===== config.mk =====
export PLATFORM = sky130hd
export DESIGN_NAME = frame_sequencer
export DESIGN_NICKNAME = d
export VERILOG_FILES = /design/src/rtl/frame_seq_pkg.sv /design/src/rtl/frame_seq_stage.sv /design/src/rtl/frame_sequencer.sv
export SDC_FILE = /design/constraint.sdc
export NUM_CORES = 1
export LEC_CHECK = 0
export CORE_AREA = 5 5 58 60
export CTS_CLUSTER_DIAMETER = 100
export DETAILED_ROUTE_END_ITERATION = 8
export DIE_AREA = 0 0 63 65
export GPL_TIMING_DRIVEN = 0
export MAX_ROUTING_LAYER = met4
export PLACE_DENSITY = 0.86
export SLEW_MARGIN = 30
export SYNTH_ARGS = -nofsm -noshare
export SYNTH_HDL_FRONTEND = slang
export SYNTH_HIERARCHICAL = 1
export SYNTH_SLANG_ARGS = --single-unit

===== constraint.sdc =====
create_clock -name clock -period 1.8 [get_ports clock]
set_input_delay 0.36 -clock clock [delete_from_list [all_inputs] [get_ports clock]]
set_output_delay 0.36 -clock clock [all_outputs]
set_load 0.005 [all_outputs]

===== src/rtl/frame_seq_pkg.sv =====
// rtl/frame_seq_pkg.sv - shared types and constants for the frame sequencer
// Contents: sequencer state enum, default parameter values, watchdog width helper.
package frame_seq_pkg;

    typedef enum logic [1:0] {
        IDLE = 2'd0,
        RUN  = 2'd1,
        SWAP = 2'd2
    } seq_state_e;

    localparam int DEF_N_STAGES       = 2;
    localparam int DEF_SERIAL         = 1;
    localparam int DEF_FRAME_CNT_W    = 16;
    localparam int DEF_TIMEOUT_CYCLES = 0;

    // Watchdog counter width; kept at least one bit so a disabled watchdog
    // still has a legal (unused) register.
    function automatic int wd_width(input int timeout_cycles);
        int w;
        w = $clog2(timeout_cycles + 1);
        return (w < 1) ? 1 : w;
    endfunction

endpackage


===== src/rtl/frame_seq_stage.sv =====
// rtl/frame_seq_stage.sv - per-stage launch/completion slice of the frame sequencer
// Ports: clock, reset (sync active-high); load/load_bit latch the stage's mask bit at
// frame start; run enables launching; kill drops pending on watchdog expiry; grant
// permits launch (serial priority); start_ack/done from the stage; start, pending,
// done_ack registered outputs.
module frame_seq_stage (
    input  logic clock,
    input  logic reset,
    input  logic load,
    input  logic load_bit,
    input  logic run,
    input  logic kill,
    input  logic grant,
    input  logic start_ack,
    input  logic done,
    output logic start,
    output logic pending,
    output logic done_ack
);

    logic start_q, start_d;
    logic pending_q, pending_d;
    logic started_q, started_d;
    logic done_ack_q, done_ack_d;

    always_comb begin
        // Ack a held done exactly once; the stage drops done during the ack cycle.
        done_ack_d = done & ~done_ack_q;
        started_d  = started_q | (start_q & start_ack);
        // Only a launched stage can retire its pending bit; stray dones are just acked.
        pending_d  = pending_q & ~(started_q & done_ack_d);
        start_d    = 1'b0;
        if (load) begin
            pending_d = load_bit;
            started_d = 1'b0;
            start_d   = load_bit & grant;
        end else if (kill) begin
            pending_d = 1'b0;
        end else if (run) begin
            start_d = pending_q & ~started_d & grant;
        end
    end

    always_ff @(posedge clock) begin
        if (reset) begin
            start_q    <= 1'b0;
            pending_q  <= 1'b0;
            started_q  <= 1'b0;
            done_ack_q <= 1'b0;
        end else begin
            start_q    <= start_d;
            pending_q  <= pending_d;
            started_q  <= started_d;
            done_ack_q <= done_ack_d;
        end
    end

    assign start    = start_q;
    assign pending  = pending_q;
    assign done_ack = done_ack_q;

endmodule


===== src/rtl/frame_sequencer.sv =====
// rtl/frame_sequencer.sv - frame-level launch/collect/swap sequencer for the frame store
// Ports: clock, reset (sync active-high); enable, stage_mask start a frame from IDLE;
// start/start_ack and done/done_ack per-stage handshakes; swap/swap_ack to the reader;
// frame_count completed swaps; timeout_flags sticky per-stage watchdog hits; busy.
module frame_sequencer
    import frame_seq_pkg::*;
#(
    parameter int N_STAGES       = DEF_N_STAGES,
    parameter int SERIAL         = DEF_SERIAL,
    parameter int FRAME_CNT_W    = DEF_FRAME_CNT_W,
    parameter int TIMEOUT_CYCLES = DEF_TIMEOUT_CYCLES
) (
    input  logic                   clock,
    input  logic                   reset,
    input  logic                   enable,
    input  logic [N_STAGES-1:0]    stage_mask,
    output logic [N_STAGES-1:0]    start,
    input  logic [N_STAGES-1:0]    start_ack,
    input  logic [N_STAGES-1:0]    done,
    output logic [N_STAGES-1:0]    done_ack,
    output logic                   swap,
    input  logic                   swap_ack,
    output logic [FRAME_CNT_W-1:0] frame_count,
    output logic [N_STAGES-1:0]    timeout_flags,
    output logic                   busy
);

    localparam int WD_W = wd_width(TIMEOUT_CYCLES);

    seq_state_e             state_q, state_d;
    logic [WD_W-1:0]        wd_q, wd_d;
    logic [FRAME_CNT_W-1:0] frame_count_q, frame_count_d;
    logic [N_STAGES-1:0]    timeout_flags_q, timeout_flags_d;
    logic                   swap_q, swap_d;
    logic                   busy_q, busy_d;

    logic [N_STAGES-1:0]    pending_vec;
    logic [N_STAGES-1:0]    grant_src;
    logic [N_STAGES-1:0]    grant;
    logic                   load;
    logic                   run;
    logic                   timeout_hit;

    assign load = (state_q == IDLE) & enable;
    assign run  = (state_q == RUN);

    // Serial mode grants only the lowest set bit: of the new mask at frame start,
    // of the registered pending set afterwards, so the next stage launches the
    // cycle after the previous stage's done_ack.
    assign grant_src = load ? stage_mask : pending_vec;
    assign grant     = (SERIAL != 0) ? (grant_src & (~grant_src + N_STAGES'(1))) : '1;

    always_comb begin
        timeout_hit = 1'b0;
        if ((TIMEOUT_CYCLES > 0) && run && (pending_vec != '0) &&
            (int'(wd_q) == TIMEOUT_CYCLES - 1)) begin
            timeout_hit = 1'b1;
        end
    end

    for (genvar i = 0; i < N_STAGES; i++) begin : g_stage
        frame_seq_stage u_stage (
            .clock     (clock),
            .reset     (reset),
            .load      (load),
            .load_bit  (stage_mask[i]),
            .run       (run),
            .kill      (timeout_hit),
            .grant     (grant[i]),
            .start_ack (start_ack[i]),
            .done      (done[i]),
            .start     (start[i]),
            .pending   (pending_vec[i]),
            .done_ack  (done_ack[i])
        );
    end

    always_comb begin
        state_d         = state_q;
        wd_d            = wd_q;
        frame_count_d   = frame_count_q;
        timeout_flags_d = timeout_flags_q;
        case (state_q)
            IDLE: begin
                if (enable) begin
                    wd_d    = '0;
                    state_d = (stage_mask != '0) ? RUN : SWAP;
                end
            end
            RUN: begin
                wd_d = wd_q + WD_W'(1);
                if (pending_vec == '0) begin
                    state_d = SWAP;
                end else if (timeout_hit) begin
                    timeout_flags_d = timeout_flags_q | pending_vec;
                    state_d         = SWAP;
                end
            end
            SWAP: begin
                if (swap_ack) begin
                    frame_count_d = frame_count_q + FRAME_CNT_W'(1);
                    state_d       = IDLE;
                end
            end
            default: state_d = IDLE;
        endcase
        swap_d = (state_d == SWAP);
        busy_d = (state_d != IDLE);
    end

    always_ff @(posedge clock) begin
        if (reset) begin
            state_q         <= IDLE;
            wd_q            <= '0;
            frame_count_q   <= '0;
            timeout_flags_q <= '0;
            swap_q          <= 1'b0;
            busy_q          <= 1'b0;
        end else begin
            state_q         <= state_d;
            wd_q            <= wd_d;
            frame_count_q   <= frame_count_d;
            timeout_flags_q <= timeout_flags_d;
            swap_q          <= swap_d;
            busy_q          <= busy_d;
        end
    end

    assign swap          = swap_q;
    assign busy          = busy_q;
    assign frame_count   = frame_count_q;
    assign timeout_flags = timeout_flags_q;

endmodule


==> impl_metrics.ini <==
[logic_synthesis]
async_flop_share_pct = 0
number_of_cells_produced_by_synthesis = 135
postSynthAreaPerCell_um2 = 9.24
synth_warnings = 6
synth_seq_cells = 28
post_synth_num_cell_types = 37
ys_seq_area_share_pct = 44.9
number_of_synthesized_flops_with_an_enable_pin = 0
synthesis.area_um2 = 1250
dominant_register_cell_in_the_synthesized_netlist = sky130_fd_sc_hd__dfxtp_1

[floorplan]
rows = 20
io-pin-count = 34
start_util_pct = 43.3
full_die_area_um2 = 4100
dieHeight_um = 65
die_width_um = 63
floorplan_core_area_um2 = 2880

[grt]
grt-ovfl-total = 0
grt_first_pass_wirelength_mm = 4.46
grt_max_degree = 17
antenna_found_initial = 0
groute.usage.overall_pct = 13.6
use_met1_pct = 13.4
global_route.peak_usage_layer = met2
vias_in_the_first_global_route = 1090
grt_util_met2_pct = 25.3
grtUsageMet3_pct = 3.99

[clock_tree]
cts.clk_slew.worst_paths_ns = 0.15
clkLatencyLatePin_ns = 0.32
clock_tree_from_tritoncts = done
cts_num_sinks = 28
cts_hold_buf = 0
clock_tree.root_cell = sky130_fd_sc_hd__clkbuf_4
htree_levels = 1
clock_tree.buffer_depth = 2
cts_made_buffers = 3

[finish]
nNetsFinal = 185
most_frequent_standard_cell_in_the_layout_excluding_fill_and_tap_cells = sky130_fd_sc_hd__clkdlybuf4s50_1
drive_above_1_share_pct = 11.6
filler_cell_count = 268
area_growth_pct = 33.8
final_cell_mix = 31 x sky130_fd_sc_hd__clkdlybuf4s50_1, 27 x sky130_fd_sc_hd__dfxtp_1, 14 x sky130_fd_sc_hd__a21oi_1
ff_latch_area_um2 = 562
n_antenna_cell = 0
multi_input_comb_area_um2 = 669

[sta]
timing.fmax_mhz = 569
hold_viol = 0
setup-tns-final_ns = 0
tightest_slew_ns = 0.649
hold-worst-slack_ns = 0.446
final-setup-viol-count = 0
clock-skew-final_ns = 0.00218
grt_setup_unrepaired = false
slew_headroom_pct = 56.5
slew_viol_final = 0
timing.final.crit_share_pct = 97.6
timing.final.crit_period_ns = 1.76

[placed_design]
detailedPlacementHpwl_mm = 2.09
final_replace_weighted_congestion = 0.759
place.port_buffers = 31

[pwr]
power.density_nw_per_um2 = 696
post-layout-total-power_mw = 1.16
total_leakage_power_nw = 0.580
vdd_drop_max_v = 0.000499

[critical_path]
worstSetupPathType = primary input to flip-flop
worst-path-max-fanout = 10
critical_path.startpoint_type = primary input
cp.required_ns = 2.06
worstPathCellList = clkdlybuf4s50_1 -> and4b_1 -> buf_6 -> nand3_4 -> or4b_1 -> a21oi_1
critical_path.slowest_cell = sky130_fd_sc_hd__clkdlybuf4s50_1
worst_path_largest_cell_delay_ns = 0.51
crit_path_end_kind = flip-flop
arrival_ns = 2.01

[routing]
drt_iter0_markers = 49
routedWlPerCell_um = 13.2
drc = 0
vias = 1110
dr.pass1.iters = 4
drt.antenna.violating_nets = 0
via_per_inst = 5.39
wirelength_mm = 2.73

[outcome]
outcome = complete, no violations

[min_path]
holdCritPathClass = flip-flop to flip-flop

[run]
max_cap_viol_count = 0
==> final cells by class <==
type	instances	area share, %
Clock inverter	1	1.80
Multi-Input combinational cell	105	40.1
Tap cell	33	2.47
Buffer	5	2.02
Sequential cell	28	33.7
Timing Repair Buffer	31	18.6
Clock buffer	3	1.35
==> stage by stage <==
stage	worst slack, ns	util [%]	cells	area (um^2)
2_1_floorplan	0.123	-	138	1260
3_3_place_gp	-0.591	56.0	202	1610
3_5_place_dp	-0.286	56.1	202	1620
4_1_cts	0.0650	58.0	206	1670
5_1_grt	0.00611	58.0	206	1670
6_report	0.0427	58.0	206	1670
==> flip-flops by register name (all words and copies together), names as in the netlist <==
register and count:
state_q 2, g_stage.u_stage/start 2, g_stage.u_stage/started_q 2, busy 1, g_stage.u_stage/pending 2, frame_count 16, g_stage.u_stage/done_ack 2, swap 1
==> synthesized netlist by cell type (2+ instances only) <==
library cell	count	area [um^2]
sky130_fd_sc_hd__a21oi_1	14	70.1
sky130_fd_sc_hd__a21oi_2	2	17.5
sky130_fd_sc_hd__and3_1	2	12.5
sky130_fd_sc_hd__buf_4	2	15.0
sky130_fd_sc_hd__clkbuf_1	2	7.51
sky130_fd_sc_hd__dfxtp_1	28	561
sky130_fd_sc_hd__nand2_1	6	22.5
sky130_fd_sc_hd__nand2b_1	3	18.8
sky130_fd_sc_hd__nand3_1	5	25.0
sky130_fd_sc_hd__nand3b_1	4	30.0
sky130_fd_sc_hd__nand4_1	7	43.8
sky130_fd_sc_hd__nor2_1	13	48.8
sky130_fd_sc_hd__nor3_1	2	10.0
sky130_fd_sc_hd__nor3b_1	3	22.5
sky130_fd_sc_hd__nor3b_2	2	25.0
sky130_fd_sc_hd__o21ai_0	8	40.0
sky130_fd_sc_hd__or3_1	4	25.0
sky130_fd_sc_hd__xor2_1	9	78.8
==> repair_timing <==
item | in CTS | in global routing
endpoints found under the setup margin | 1 | 0
gates resized for setup | 1 | 0
buffers inserted | 0 | 0
==> critical path, delay by kind of cell <==
family                 cells  cell delay, ns
and+or+nand+nor            3            0.82
buffers and inverters      2            0.66
AOI/OAI and AO/OA          1            0.18
==> worst paths after layout <==
path | from | end | slack, ns | cells after the start
max | swap_ack | frame_count[12] | 0.04 | 6
min | g_stage[0].u_stage/done_ack | g_stage[0].u_stage/done_ack | 0.45 | 1
max reg2reg | state_q[1] | frame_count[12] | 0.10 | 5
min reg2reg | g_stage[0].u_stage/done_ack | g_stage[0].u_stage/done_ack | 0.45 | 1
==> layer usage <==
layer  up-vias  routed length, um
met5         -                  0
met1       518               1160
met4         0                 20
met3         4                166
li1        559                  -
met2        29               1390
==> logic make-up after synthesis <==
kind of cell / share of synthesized area, %
AOI/OAI and AO/OA: 11.4
xor gates and xnor gates: 6.32
adders and majority gates: 1.00
buffers and inverters: 2.71
DFF: 44.9
muxes: 1.71
other: 0.301
and+or+nand+nor: 31.6
==> report_power, final <==
part           internal (mW)  switching (mW)
registers              0.635          0.0139
logic                 0.0606          0.0469
clock network          0.225           0.181
total                  0.921           0.241
No activity file was read; power rests on OpenSTA's default activity.
